--- src/rtl/apb_uart_lite.sv ---
// APB UART: one-entry TX/RX holding registers, 8x-oversampled baud scaler, optional parity and CTS/RTS flow control.
// Zero-wait-state APB access; the LB loopback bit exists only when APBUART_LOOPBACK_EN is defined.
`timescale 1ns/1ps
module apb_uart_lite #(
  parameter int const_pindex   = 0,
  parameter int const_paddr    = 0,
  parameter int const_pmask    = 12'hfff,
  parameter int const_console  = 0,
  parameter int const_pirq     = 0,
  parameter int const_parity   = 1,
  parameter int const_flow     = 1,
  parameter int const_fifosize = 1,
  parameter int const_abits    = 8,
  parameter int const_sbits    = 12
) (
  input  logic        clk,
  input  logic        rst,
  input  logic [15:0] psel,
  input  logic        penable,
  input  logic [31:0] paddr,
  input  logic        pwrite,
  input  logic [31:0] pwdata,
  input  logic [31:0] pirq_i,
  input  logic        testen,
  input  logic        testrst,
  input  logic        scanen,
  input  logic        testoen,
  input  logic [3:0]  testin,
  output logic [31:0] prdata,
  output logic [31:0] pirq_o,
  output logic [1:0]  pconfig,
  output logic [31:0] pindex,
  input  logic        rxd,
  input  logic        ctsn,
  input  logic        extclk,
  output logic        rtsn,
  output logic        txd,
  output logic        scaler,
  output logic        txen,
  output logic        rxen,
  output logic        flow,
  output logic        txtick,
  output logic        rxtick
);

  localparam logic CONSOLE  = (const_console != 0);
  localparam logic HAS_PAR  = (const_parity != 0);
  localparam logic HAS_FLOW = (const_flow != 0);

  logic       sel, wr, rd;
  logic [1:0] reg_addr;
  logic       re, te, ri, ti, ps, pen, fl, lb, ec;
  logic [const_sbits-1:0] reload, scnt;
  logic       dr, br, ov, perr, fe, thr_full;
  logic [7:0] thr, rx_data;
  logic       rxd_s1, rxd_s2, cts_s1, cts_s2, ext_s1, ext_s2, ext_s3;
  logic       scnt_en, tick;
  logic       tx_busy, txd_q, tx_start, thr_wr;
  logic [9:0] tx_sr;
  logic [3:0] tx_left;
  logic [2:0] tx_tcnt;
  logic       rx_busy, rx_prev, rx_par, rx_line, rx_sample, rx_done;
  logic [3:0] rx_idx, rx_last;
  logic [2:0] rx_tcnt;
  logic [7:0] rx_sr;
  logic       rx_fe, rx_pe, rx_br, dr_rd, st_wr, irq_q;

  assign sel      = psel[const_pindex];
  assign reg_addr = paddr[3:2];
  assign wr       = sel & penable & pwrite;
  assign rd       = sel & penable & ~pwrite;

  always_ff @(posedge clk or negedge rst) begin
    if (!rst) begin
      rxd_s1 <= 1'b1; rxd_s2 <= 1'b1;
      cts_s1 <= 1'b1; cts_s2 <= 1'b1;
      ext_s1 <= 1'b0; ext_s2 <= 1'b0; ext_s3 <= 1'b0;
    end else begin
      rxd_s1 <= rxd;    rxd_s2 <= rxd_s1;
      cts_s1 <= ctsn;   cts_s2 <= cts_s1;
      ext_s1 <= extclk; ext_s2 <= ext_s1; ext_s3 <= ext_s2;
    end
  end

  // Oversample tick: divider advances every clk, or per synchronized extclk rise when EC=1.
  assign scnt_en = ec ? (ext_s2 & ~ext_s3) : 1'b1;
  assign tick    = scnt_en & (scnt == '0);

  always_ff @(posedge clk or negedge rst) begin
    if (!rst) begin
      scnt   <= '0;
      scaler <= 1'b0;
    end else begin
      scaler <= tick;
      if (scnt_en) scnt <= tick ? reload : scnt - 1'b1;
    end
  end

  always_ff @(posedge clk or negedge rst) begin
    if (!rst) begin
      re <= CONSOLE; te <= CONSOLE;
      ri <= 1'b0; ti <= 1'b0; ps <= 1'b0; pen <= 1'b0; fl <= 1'b0; ec <= 1'b0;
      reload <= '0;
    end else if (wr && reg_addr == 2'd2) begin
      re  <= pwdata[0];
      te  <= pwdata[1];
      ri  <= pwdata[2];
      ti  <= pwdata[3];
      ps  <= pwdata[4] & HAS_PAR;
      pen <= pwdata[5] & HAS_PAR;
      fl  <= pwdata[6] & HAS_FLOW;
      ec  <= pwdata[8];
    end else if (wr && reg_addr == 2'd3) begin
      reload <= pwdata[const_sbits-1:0];
    end
  end

`ifdef APBUART_LOOPBACK_EN
  always_ff @(posedge clk or negedge rst) begin
    if (!rst)                          lb <= 1'b0;
    else if (wr && reg_addr == 2'd2)   lb <= pwdata[7];
  end
`else
  assign lb = 1'b0;
`endif

  // Frames launch on a tick so every bit, including start, lasts exactly 8 ticks.
  assign thr_wr   = wr & (reg_addr == 2'd0);
  assign tx_start = tick & te & thr_full & ~tx_busy & (~fl | ~cts_s2);

  always_ff @(posedge clk or negedge rst) begin
    if (!rst) begin
      thr      <= '0;
      thr_full <= 1'b0;
      tx_busy  <= 1'b0;
      tx_sr    <= '0;
      tx_left  <= '0;
      tx_tcnt  <= '0;
      txd_q    <= 1'b1;
      txtick   <= 1'b0;
    end else begin
      txtick <= 1'b0;
      if (thr_wr) begin
        thr      <= pwdata[7:0];
        thr_full <= 1'b1;
      end else if (tx_start) begin
        thr_full <= 1'b0;
      end
      if (tx_start) begin
        tx_busy <= 1'b1;
        txd_q   <= 1'b0;
        txtick  <= 1'b1;
        tx_tcnt <= '0;
        tx_sr   <= {1'b1, pen ? (ps ^ (^thr)) : 1'b1, thr};
        tx_left <= pen ? 4'd10 : 4'd9;
      end else if (tx_busy && tick) begin
        tx_tcnt <= tx_tcnt + 1'b1;
        if (tx_tcnt == 3'd7) begin
          if (tx_left != 4'd0) begin
            txd_q   <= tx_sr[0];
            tx_sr   <= {1'b1, tx_sr[9:1]};
            tx_left <= tx_left - 1'b1;
            txtick  <= 1'b1;
          end else begin
            tx_busy <= 1'b0;
            txd_q   <= 1'b1;
          end
        end
      end
    end
  end

  // Bit index: 0 start, 1..8 data, 9 parity when enabled, then stop.
  assign rx_line   = lb ? txd_q : rxd_s2;
  assign rx_last   = pen ? 4'd10 : 4'd9;
  assign rx_sample = rx_busy & tick & (rx_tcnt == 3'd3);
  assign rx_done   = rx_sample & (rx_idx == rx_last);

  always_ff @(posedge clk or negedge rst) begin
    if (!rst) begin
      rx_busy <= 1'b0;
      rx_prev <= 1'b1;
      rx_idx  <= '0;
      rx_tcnt <= '0;
      rx_sr   <= '0;
      rx_par  <= 1'b0;
      rxtick  <= 1'b0;
    end else begin
      rx_prev <= rx_line;
      rxtick  <= rx_sample;
      if (!rx_busy) begin
        if (re && rx_prev && !rx_line) begin
          rx_busy <= 1'b1;
          rx_idx  <= '0;
          rx_tcnt <= '0;
        end
      end else if (tick) begin
        rx_tcnt <= rx_tcnt + 1'b1;
        if (rx_tcnt == 3'd3) begin
          rx_idx <= rx_idx + 1'b1;
          if (rx_idx == 4'd0) begin
            if (rx_line) rx_busy <= 1'b0;
          end else if (rx_idx <= 4'd8) begin
            rx_sr <= {rx_line, rx_sr[7:1]};
          end else if (rx_idx == rx_last) begin
            rx_busy <= 1'b0;
          end else begin
            rx_par <= rx_line;
          end
        end
      end
    end
  end

  assign rx_fe = ~rx_line;
  assign rx_pe = pen & (rx_par != (ps ^ (^rx_sr)));
  assign rx_br = rx_fe & (rx_sr == 8'd0) & (~pen | ~rx_par);
  assign dr_rd = rd & (reg_addr == 2'd0);
  assign st_wr = wr & (reg_addr == 2'd1);

  // Set beats clear: a frame completing during a data read or W1C leaves the flag set.
  always_ff @(posedge clk or negedge rst) begin
    if (!rst) begin
      dr <= 1'b0; br <= 1'b0; ov <= 1'b0; perr <= 1'b0; fe <= 1'b0;
      rx_data <= '0;
      irq_q   <= 1'b0;
    end else begin
      irq_q <= (ri & rx_done) | (ti & tx_start & ~thr_wr);
      if (st_wr) begin
        if (pwdata[3]) br   <= 1'b0;
        if (pwdata[4]) ov   <= 1'b0;
        if (pwdata[5]) perr <= 1'b0;
        if (pwdata[6]) fe   <= 1'b0;
      end
      if (dr_rd) dr <= 1'b0;
      if (rx_done) begin
        if (dr) ov <= 1'b1;
        else    rx_data <= rx_sr;
        dr <= 1'b1;
        if (rx_fe) fe   <= 1'b1;
        if (rx_br) br   <= 1'b1;
        if (rx_pe) perr <= 1'b1;
      end
    end
  end

  always_comb begin
    prdata = '0;
    if (sel) begin
      case (reg_addr)
        2'd0:    prdata[7:0] = rx_data;
        2'd1:    prdata[6:0] = {fe, perr, ov, br, ~thr_full, ~tx_busy, dr};
        2'd2:    prdata[8:0] = {ec, lb, fl, pen, ps, ti, ri, te, re};
        default: prdata[const_sbits-1:0] = reload;
      endcase
    end
  end

  always_comb begin
    pirq_o = '0;
    pirq_o[const_pirq] = irq_q;
  end

  assign pconfig = 2'b11;
  assign pindex  = 32'(const_pindex);
  assign txd     = txd_q;
  assign rtsn    = fl & dr;
  assign txen    = te;
  assign rxen    = re;
  assign flow    = fl;

  logic unused_ok;
  assign unused_ok = ^{pirq_i, testen, testrst, scanen, testoen, testin, paddr, pwdata,
                       32'(const_paddr), 32'(const_pmask), 32'(const_fifosize), 32'(const_abits)};

endmodule

--- config.mk ---
export PLATFORM = sky130hd
export DESIGN_NAME = apb_uart_lite
export DESIGN_NICKNAME = d
export VERILOG_FILES = /design/src/rtl/apb_uart_lite.sv
export SDC_FILE = /design/constraint.sdc
export NUM_CORES = 1
export LEC_CHECK = 0
export CELL_PAD_IN_SITES_DETAIL_PLACEMENT = 1
export CELL_PAD_IN_SITES_GLOBAL_PLACEMENT = 2
export CORE_AREA = 2 2 203 105
export CTS_CLUSTER_DIAMETER = 60
export DETAILED_ROUTE_END_ITERATION = 16
export DIE_AREA = 0 0 205 107
export PLACE_DENSITY = 0.94
export SLEW_MARGIN = 20
export SYNTH_ARGS = -nofsm -noshare
export SYNTH_HDL_FRONTEND = slang
export SYNTH_SLANG_ARGS = --single-unit
--- constraint.sdc ---
create_clock -name clk -period 6.8 [get_ports clk]
set_clock_uncertainty 0.05 [all_clocks]
set_input_delay 1.7 -clock clk [delete_from_list [all_inputs] [get_ports clk]]
set_output_delay 1.7 -clock clk [all_outputs]
set_load 0.01 [all_outputs]
==> results of run 1 <==
-- worst max-delay path, delay by kind of cell --
family / cells / cell delay, ns
mux: 1 / 0.64
buf+inv: 2 / 1.38
simple gates: 1 / 0.18
-- cells in the mapped netlist, types with 5 or more instances --
cell type	instances	share of area [%]
clkbuf_1	10	0.67
o21ai_0	20	1.8
xor2_1	7	1.1
buf_4	86	12
a21oi_1	9	0.81
mux4_2	7	2.8
nor2_1	15	1.0
dfstp_2	6	2.8
dfrtp_1	96	43
and2_1	10	1.1
mux2i_1	15	2.7
a22oi_1	13	1.8
nor3_1	5	0.45
nand4_1	5	0.56
ha_1	14	3.1
inv_1	26	1.8
nand2_1	34	2.3
nand3_1	20	1.8
mux2_2	35	7.1
xnor2_1	11	1.7
-- path summary, 6_finish.rpt --
path	cells past startpoint	endpoint	start
max in group asynchronous	2	scnt[7]	rst
min reg2reg	0	ext_s2	ext_s1
min in group asynchronous	1	scnt[11]	rst
max	4	prdata[6]	paddr[2]
min	0	ext_s2	ext_s1
max reg2reg	5	rx_data[1]	scnt[5]
-- power breakdown --
part | internal (mW) | switching (mW) | total [mW]
Clock | 0.326 | 0.241 | 0.567
Sequential | 0.705 | 0.123 | 0.828
Combinational | 0.190 | 0.218 | 0.407
Total | 1.22 | 0.581 | 1.80
-- routing by layer --
| layer | GRT usage, % | wire [um] | vias to the layer above |
|---|---|---|---|
| li1 | - | - | 1695 |
| met1 | 20.78 | 7146 | 1979 |
| met2 | 18.85 | 6249 | 84 |
| met3 | 3.404 | 1052 | 9 |
| met4 | 3.083 | 114 | 0 |
| met5 | 0 | 0 | - |
-- cell families (layout without fill, tap and decap cells) --
group                    count (synthesis)  after routing  synth area share [%]
multiplexers                            59             59                 13.01
adder cells (fa/ha/maj)                 14             14                 3.145
flip-flops                             102            102                 45.97
AND/OR/NAND/NOR                        125            125                 12.13
other                                    2             85                0.1349
XOR/XNOR                                18             18                 2.831
buffers and inverters                  126             89                 14.36
AO/OA/AOI/OAI                           68             68                 8.425
-- state kept, by name, indices dropped and copies added, names as in the netlist, 3 cells and up --
register	count
tx_tcnt	3
rx_sr	8
tx_left	4
reload	12
thr	8
rx_data	8
rx_idx	4
scnt	12
tx_sr	10
rx_tcnt	3
-- area by class of cell --
| type | count | share of cell area (%) |
|---|---|---|
| flip-flops and latches | 102 | 40.62 |
| clock inverters | 4 | 1.231 |
| multi-input cells | 369 | 40.20 |
| clock buffers | 12 | 3.752 |
| inverters | 26 | 1.549 |
| repair buffers | 47 | 7.227 |
| well taps | 273 | 5.420 |
-- per-stage QoR --
step / hold slack [ns] / setup slack (ns) / util [%] / cell area, um^2
3_5_place_dp: 0.2918 / 1.127 / 29.67 / 5988
4_1_cts: 0.3064 / 1.106 / 31.22 / 6302
3_3_place_gp: 0.2865 / 1.141 / 29.67 / 5988
2_1_floorplan: 0.2812 / 1.965 / - / 5881
6_report: 0.3027 / 1.136 / 31.22 / 6302
5_1_grt: 0.3153 / 1.010 / 31.22 / 6302
-- placed cells by master (no fill, tap or decap), types with 5 or more instances in the layout --
cell type,synthesis,final
a22oi_1,13,13
nand3_1,20,20
xor2_1,7,7
mux4_2,7,7
and2_1,10,10
mux2_2,35,35
clkbuf_16,0,9
ha_1,14,14
nand2_1,34,34
nor2_1,15,15
mux2i_1,15,15
dfstp_2,6,6
nand4_1,5,5
inv_1,26,26
o21ai_0,20,20
nor3_1,5,5
xnor2_1,11,11
clkdlybuf4s50_1,0,41
a21oi_1,9,9
conb_1,2,85
dfrtp_1,96,96
buf_4,86,6
==> out/metrics.cfg, run 1 <==
[clock_network]
cts_root_buf=clkbuf_16
cts_resized=0
clockBufferDepth=2
cts_sinks=102
ctsHoldBuffers=0
path_clk_slew_ns=0.06
post_cts_buffers=0
cts_inserted_buffers=9
clkLatencyLatePin_ns=0.36
cts_max_level=3
cts_tree=built

[worst_setup_path]
crit_fanout=12
cp-end-kind=primary output
worstPathCellList=clkdlybuf4s50_1 > mux4_2 > and2_1 > clkdlybuf4s50_1
cpPeakStageDelay_ns=0.91
rrSetupSlack_ns=3.89
cp_common_cell=clkdlybuf4s50_1
start_kind=input port
arrival_ns=3.91
slowest_stage=clkdlybuf4s50_1
required_ns=5.05
worstSetupPathType=input port to primary output

[grt]
grt_pass1_wl_mm=22.16
grt.total_usage_pct=13.58
grt-ovfl-total=0
grt_max_degree=68
antenna_found_initial=1
first_global_vias=3673

[min_path]
hold_class=flop to flop

[synthesis]
ys_types=60
syn-cell-area_um2=5569
synth.avg_cell_area_um2=10.83
ys_seq_area_share_pct=45.97
ys_seq_elements=102
synthFlopType=dfrtp_1
synth_edf_count=0
ys_warn_count=0
syn-instance-count=514
synthArstFlopShare_pct=100.0

[run]
maxCapViolations=0

[floorplan]
die_w_um=205
start_util_pct=27.59
core-area_um2=20180
fp.dieArea_um2=21940
io-pin-count=233
num_rows=37
die_y_um=107

[power_and_ir_drop]
cellPowerDensity_nw_per_um2=285.9
ir_worst_vdd_mv=0.1312
p_leak_nw=2.910
p_total_mw=1.802

[sta]
tightest_slew_ns=0.9236
hold_viol=0
slew_viol_final=0
max_freq_ghz=0.1765
timing.final.crit_share_pct=83.30
rsz0062_at_grt=false
setup_tns_ns=0
period_needed_ns=5.664
setup_viol=0
relSlewSlack_pct=38.15

[layout]
antenna_cells=0
area_delta_synth_final_pct=13.17
stdcell_count=833
drive_gt1_share_pct=13.39
multiInputGateArea_um2=2534
fin_nets=696
n_fill_cell=2308
ff_latch_area_um2=2560

[drt]
drc_errors=0
postRouteAntennaNets=0
wl_per_cell_um=17.48
drt-total-wl_mm=14.56
routed-via-count=3767
routed_via_density=4.522
drtPass1Iterations=4
first_iter_violations=258

[placed_design]
io_buffers=42
gp_congestion=0.8013
post-place-cells=817
dpl.hpwl_mm=11.00

[status]
status=finished, final reports clean

No activity file was read; power rests on OpenSTA's default activity.
==> run 2: changes to the inputs <==
--- a/config.mk
+++ b/config.mk
@@ -7,11 +7,11 @@
 export LEC_CHECK = 0
 export CELL_PAD_IN_SITES_DETAIL_PLACEMENT = 1
 export CELL_PAD_IN_SITES_GLOBAL_PLACEMENT = 2
-export CORE_AREA = 2 2 203 105
+export CORE_AREA = 2 2 224 116
 export CTS_CLUSTER_DIAMETER = 60
 export DETAILED_ROUTE_END_ITERATION = 16
-export DIE_AREA = 0 0 205 107
-export PLACE_DENSITY = 0.94
+export DIE_AREA = 0 0 226 118
+export PLACE_DENSITY = 0.83
 export SLEW_MARGIN = 20
 export SYNTH_ARGS = -nofsm -noshare
 export SYNTH_HDL_FRONTEND = slang
==> constraint.sdc (replaced) <==
create_clock -name clk -period 4.87 [get_ports clk]
set_clock_uncertainty 0.05 [all_clocks]
set_input_delay 1.2175 -clock clk [delete_from_list [all_inputs] [get_ports clk]]
set_output_delay 1.2175 -clock clk [all_outputs]
set_load 0.01 [all_outputs]
==> out/metrics.cfg, run 2 (synthesized netlist as in run 1, its figures left out) <==
[status]
status=finished, final reports clean

[drt]
first_iter_violations=347
drtPass1Iterations=4
drc_errors=0
drt-total-wl_mm=15.07
routed-via-count=3722
wl_per_cell_um=16.58
routed_via_density=4.095
postRouteAntennaNets=0

[sta]
tightest_slew_ns=0.9149
setup_tns_ns=0
hold_viol=0
rsz0062_at_grt=false
setup_viol=0
max_freq_ghz=0.2250
relSlewSlack_pct=39.01
slew_viol_final=0
period_needed_ns=4.444
timing.final.crit_share_pct=91.26

[clock_network]
post_cts_buffers=0
cts_resized=0
cts_inserted_buffers=9
clockBufferDepth=2
cts_tree=built
path_clk_slew_ns=0.06
ctsHoldBuffers=0
clkLatencyLatePin_ns=0.36
cts_sinks=102
cts_root_buf=clkbuf_16
cts_max_level=3

[worst_setup_path]
worstPathCellList=clkdlybuf4s50_1 > buf_4 > mux4_2 > and2_1 > clkdlybuf4s50_1
startpoint=paddr[2]
cp_common_cell=clkdlybuf4s50_1
slowest_stage=mux4_2
crit_fanout=16
start_kind=input port
arrival_ns=3.18
cpPeakStageDelay_ns=0.58
cp-end-kind=primary output
worst-r2r-cell-count=5
worstSetupPathType=input port to primary output
required_ns=3.60
regToRegStartpoint=scnt[2]

[placed_design]
post-place-cells=894
dpl.hpwl_mm=11.54
gp_congestion=0.8230
io_buffers=42

[power_and_ir_drop]
ir_worst_vdd_mv=0.1622
p_leak_nw=2.917
cellPowerDensity_nw_per_um2=382.3

[layout]
fin_nets=702
drive_gt1_share_pct=14.69
area_delta_synth_final_pct=14.99
final_cell_mix=dfrtp_1, conb_1, clkdlybuf4s50_1
antenna_cells=0
reg_top3=reload x12, scnt x12, tx_sr x10
stdcell_count=909
layout.cells.most_common=dfrtp_1

[floorplan]
fp.dieArea_um2=26670
core-area_um2=24670
die_y_um=118
num_rows=41
start_util_pct=22.57
io-pin-count=233
die_w_um=226

[grt]
grt-ovfl-total=0
grt_max_degree=69
grt_pass1_wl_mm=23.34
antenna_found_initial=0
grt.total_usage_pct=11.55
first_global_vias=3797

[run]
maxCapViolations=0

[min_path]
hold_depth=0
min_from=ext_s1
hold_class=flop to flop

==> run 2: cell count changes in the layout (fill, tap and decap cells not counted), sizes merged <==
cell / change
buf: +6
clkinvlp: +3
bufinv: -2
clkbuf: -2
==> run 2: layout make-up <==
class,instances,area (um^2)
clock buffers,10,239.0
flip-flops and latches,102,2560
well taps,344,430.4
inverters,26,97.59
clock inverters,5,42.54
multi-input cells,369,2534
repair buffers,53,500.5
fillers,2814,18270
==> run 2: critical path, delay by kind of cell <==
family                 cells  cell delay (ns)
buffers and inverters      3             1.20
AND/OR/NAND/NOR            1             0.18
multiplexers               1             0.58
==> run 2: routing by layer <==
metal | track usage, % | routed length, um
met1 | 17.84 | 7749
met2 | 16.12 | 6464
met3 | 3.045 | 767
met4 | 1.656 | 91
met5 | 0 | 0
==> run 2: per-stage QoR <==
stage | total power, mW | cell area [um^2] | util (%) | worst slack (ns) | hold slack (ns)
finish | 2.448 | 6404 | 25.95 | 0.4256 | 0.3000
global route | 2.579 | 6404 | 25.95 | 0.3461 | 0.3044
CTS | 2.467 | 6404 | 25.95 | 0.4132 | 0.3001
detailed placement | 1.746 | 6122 | 24.81 | 0.4189 | 0.2856
global placement | 1.718 | 6122 | 24.81 | 0.4257 | 0.2854
floorplan | 1.553 | 5881 | - | 1.000 | 0.2812
==> run 2: worst paths after layout <==
check / end / slack (ns)
worst min-delay path: ext_s2 / 0.30
worst max register to register: rx_data[2] / 1.98
worst min register to register: ext_s2 / 0.30
worst max-delay path: prdata[4] / 0.43
min in group asynchronous: tx_sr[6] / 0.94
max in group asynchronous: rxd_s1 / 2.94
==> run 2: report_power, final <==
| group | internal [mW] | switching (mW) | leakage, nW |
|---|---|---|---|
| registers | 0.984 | 0.175 | 1.32 |
| clock network | 0.364 | 0.349 | 0.129 |
| logic | 0.268 | 0.308 | 1.47 |
| total | 1.62 | 0.832 | 2.92 |
==> RTL change: new RTL, config.mk and constraints of run 2 <==
Put a register stage on the output `pirq_o`, with the module's reset. The value now appears one clock later. The other outputs are not delayed to match.
--- a/src/rtl/apb_uart_lite.sv
+++ b/src/rtl/apb_uart_lite.sv
@@ -48,4 +48,6 @@
   localparam logic HAS_FLOW = (const_flow != 0);
 
+  logic [31:0] pirq_d;
+
   logic       sel, wr, rd;
   logic [1:0] reg_addr;
@@ -258,6 +260,6 @@
 
   always_comb begin
-    pirq_o = '0;
-    pirq_o[const_pirq] = irq_q;
+    pirq_d = '0;
+    pirq_d[const_pirq] = irq_q;
   end
 
@@ -274,4 +276,12 @@
                        32'(const_paddr), 32'(const_pmask), 32'(const_fifosize), 32'(const_abits)};
 
+  always_ff @(posedge clk or negedge rst) begin
+    if (!rst) begin
+      pirq_o <= '0;
+    end else begin
+      pirq_o <= pirq_d;
+    end
+  end
+
 endmodule
 
Behaviour: not the same (Yosys sat finds a counterexample within 4 cycles, from zero or initial values and one cycle with rst low).
==> RTL change against run 2 <==
Combinational power shrank 15%; synthesized area down 0.18%; total power shrank 2.9%; highest routed layer unchanged; wire length is 4.1% lower; core utilization decreased by 0.14 points; worst setup slack worse by 11 ps; maximum frequency decreased by 0.24%; critical path type unchanged; design area decreased by 0.55%; critical path depth unchanged; critical endpoint is now prdata[5]; worst hold slack improved by 1.4 ps; sequential cell count grew 1.
==> RTL change: results (changes against run 2) <==
metric	value	unit	change
synth_cell_types	56		was 60
dp_cells	896		was 894
critPathMaxStageDelay	580	ps	about the same
clock_path_buffers	2		unchanged
yosys.area_share.adder	3.151	%	was 3.145%
clk_latency	360	ps	about the same
cp_max_fo	16		unchanged
grt_overflow	0		unchanged
status	complete, no violations		unchanged
maxCapViolations	0		unchanged
netlist_instances	521		was 514
muxShareOfSynthArea	12.67	%	was 13.01%
cts_root_buf	clkbuf_16		unchanged
swShare	30.91	%	was 33.99%
antenna_found_initial	0		unchanged
drt_iter0_markers	250		was 347
routedWlPerCell	15.84	µm	was 16.58 µm
worst_ep_arrival_time	3190	ps	was 3180 ps
grt_pass1_vias	3512		was 3797
numCtsBuffers	9		unchanged
min_path_type	reg -> reg		unchanged
n_antenna_cell	0		unchanged
coreArea	0.02467	mm²	unchanged
seq_area_frac_synth	46.50	%	was 45.97%
synth_xor_area_share	3.151	%	was 2.831%
port_buffers	42		unchanged
cts_setup_buffers	0		unchanged
ir_drop	0.1704	mV	was 0.1622 mV
p_leak	2.904	nW	was 2.917 nW
setup_tns	0	ps	unchanged
stdcell_count	912		was 909
cts.repair.resized	0		unchanged
cts-htree-levels	3		unchanged
place_area	0.006067	mm²	was 0.006122 mm²
clk_pin_slew_worst_paths	70	ps	
layout.nets	704		was 702
largestRegisters	reload: 12 flops, scnt: 12 flops, tx_sr: 10 flops		unchanged
layout-drive-gt1-share	14.08	%	was 14.69%
crit_path_top_delay_cell	mux4_2		unchanged
grt_pass1_wl	21.74	mm	was 23.34 mm
viasPerCell	4.021		was 4.095
firstDrtPassIters	4		unchanged
fillers	2829		was 2814
gp_congestion	0.7805		was 0.8230
synth-async-reset-ratio	100.0	%	unchanged
synth_area_leaders	dfrtp_1, buf_4, mux2_2, ha_1, nand2_1		was dfrtp_1, buf_4, mux2_2, ha_1, dfstp_2
yosys_warnings	0		unchanged
grt_max_degree	49		was 69
grt.total_usage	11.13	%	was 11.55%
ys_top_cells_by_count	dfrtp_1, buf_4, nand2_1, mux2_2, o21ai_0		was dfrtp_1, buf_4, mux2_2, nand2_1, inv_1
place_ws	414.7	ps	was 418.9 ps
synth_compound_area_share	7.652	%	was 8.425%
hpwl	11.21	mm	was 11.54 mm
max-slew-margin-rel	30.00	%	was 39.01%
==> RTL change: cell count changes in the layout (fill, tap and decap cells not counted), sizes merged, moves of 5 or more <==
cell   delta
a21oi     +5
o21ai     +8
nand2     +9
inv       -7
nor2      +5
a22oi     -6
==> RTL change: area by class of cell <==
cell class                      instances  area (µm²)  area share (%)
Clock buffer                           12       246.5           3.870
Clock inverter                          4       55.05          0.8644
Inverter                               23       92.59           1.454
Multi-Input combinational cell        377        2489           39.08
Sequential cell                       103        2585           40.59
Tap cell                              344       430.4           6.758
Timing Repair Buffer                   49       470.5           7.387
==> RTL change: worst paths after layout <==
check	startpoint	end	slack (ps)	depth (start not counted)
min in group asynchronous	rst	rx_tcnt[0]	830	1
worst min register to register	ext_s1	ext_s2	300	0
worst min-delay path	ext_s1	ext_s2	300	0
worst max-delay path	paddr[2]	prdata[5]	410	5
worst max register to register	scnt[0]	tx_sr[0]	1920	8
max in group asynchronous	rst	rx_prev	3040	2
==> RTL change: power by group through the flow <==
| stage | clock network (W) | registers (W) | logic, W |
|---|---|---|---|
| floorplan | 0 | 0.00110 | 0.000398 |
| global placement | 0 | 0.00115 | 0.000476 |
| detailed placement | 0 | 0.00115 | 0.000490 |
| CTS | 0.000767 | 0.00114 | 0.000493 |
| global route | 0.000805 | 0.00116 | 0.000551 |
| finish | 0.000743 | 0.00114 | 0.000491 |
==> RTL change: metal layers <==
metal  GRT usage [%]  vias up  wire [µm]
li1                -     1704          -
met1           17.83     1863       7409
met2           13.48       88       5507
met3           4.019       12       1382
met4           2.525        0        150
met5               0        -          0
==> RTL change: worst max-delay path, delay by kind of cell <==
family	cells	cell delay, ps
mux	1	580
simple gates	1	180
buf+inv	3	1190
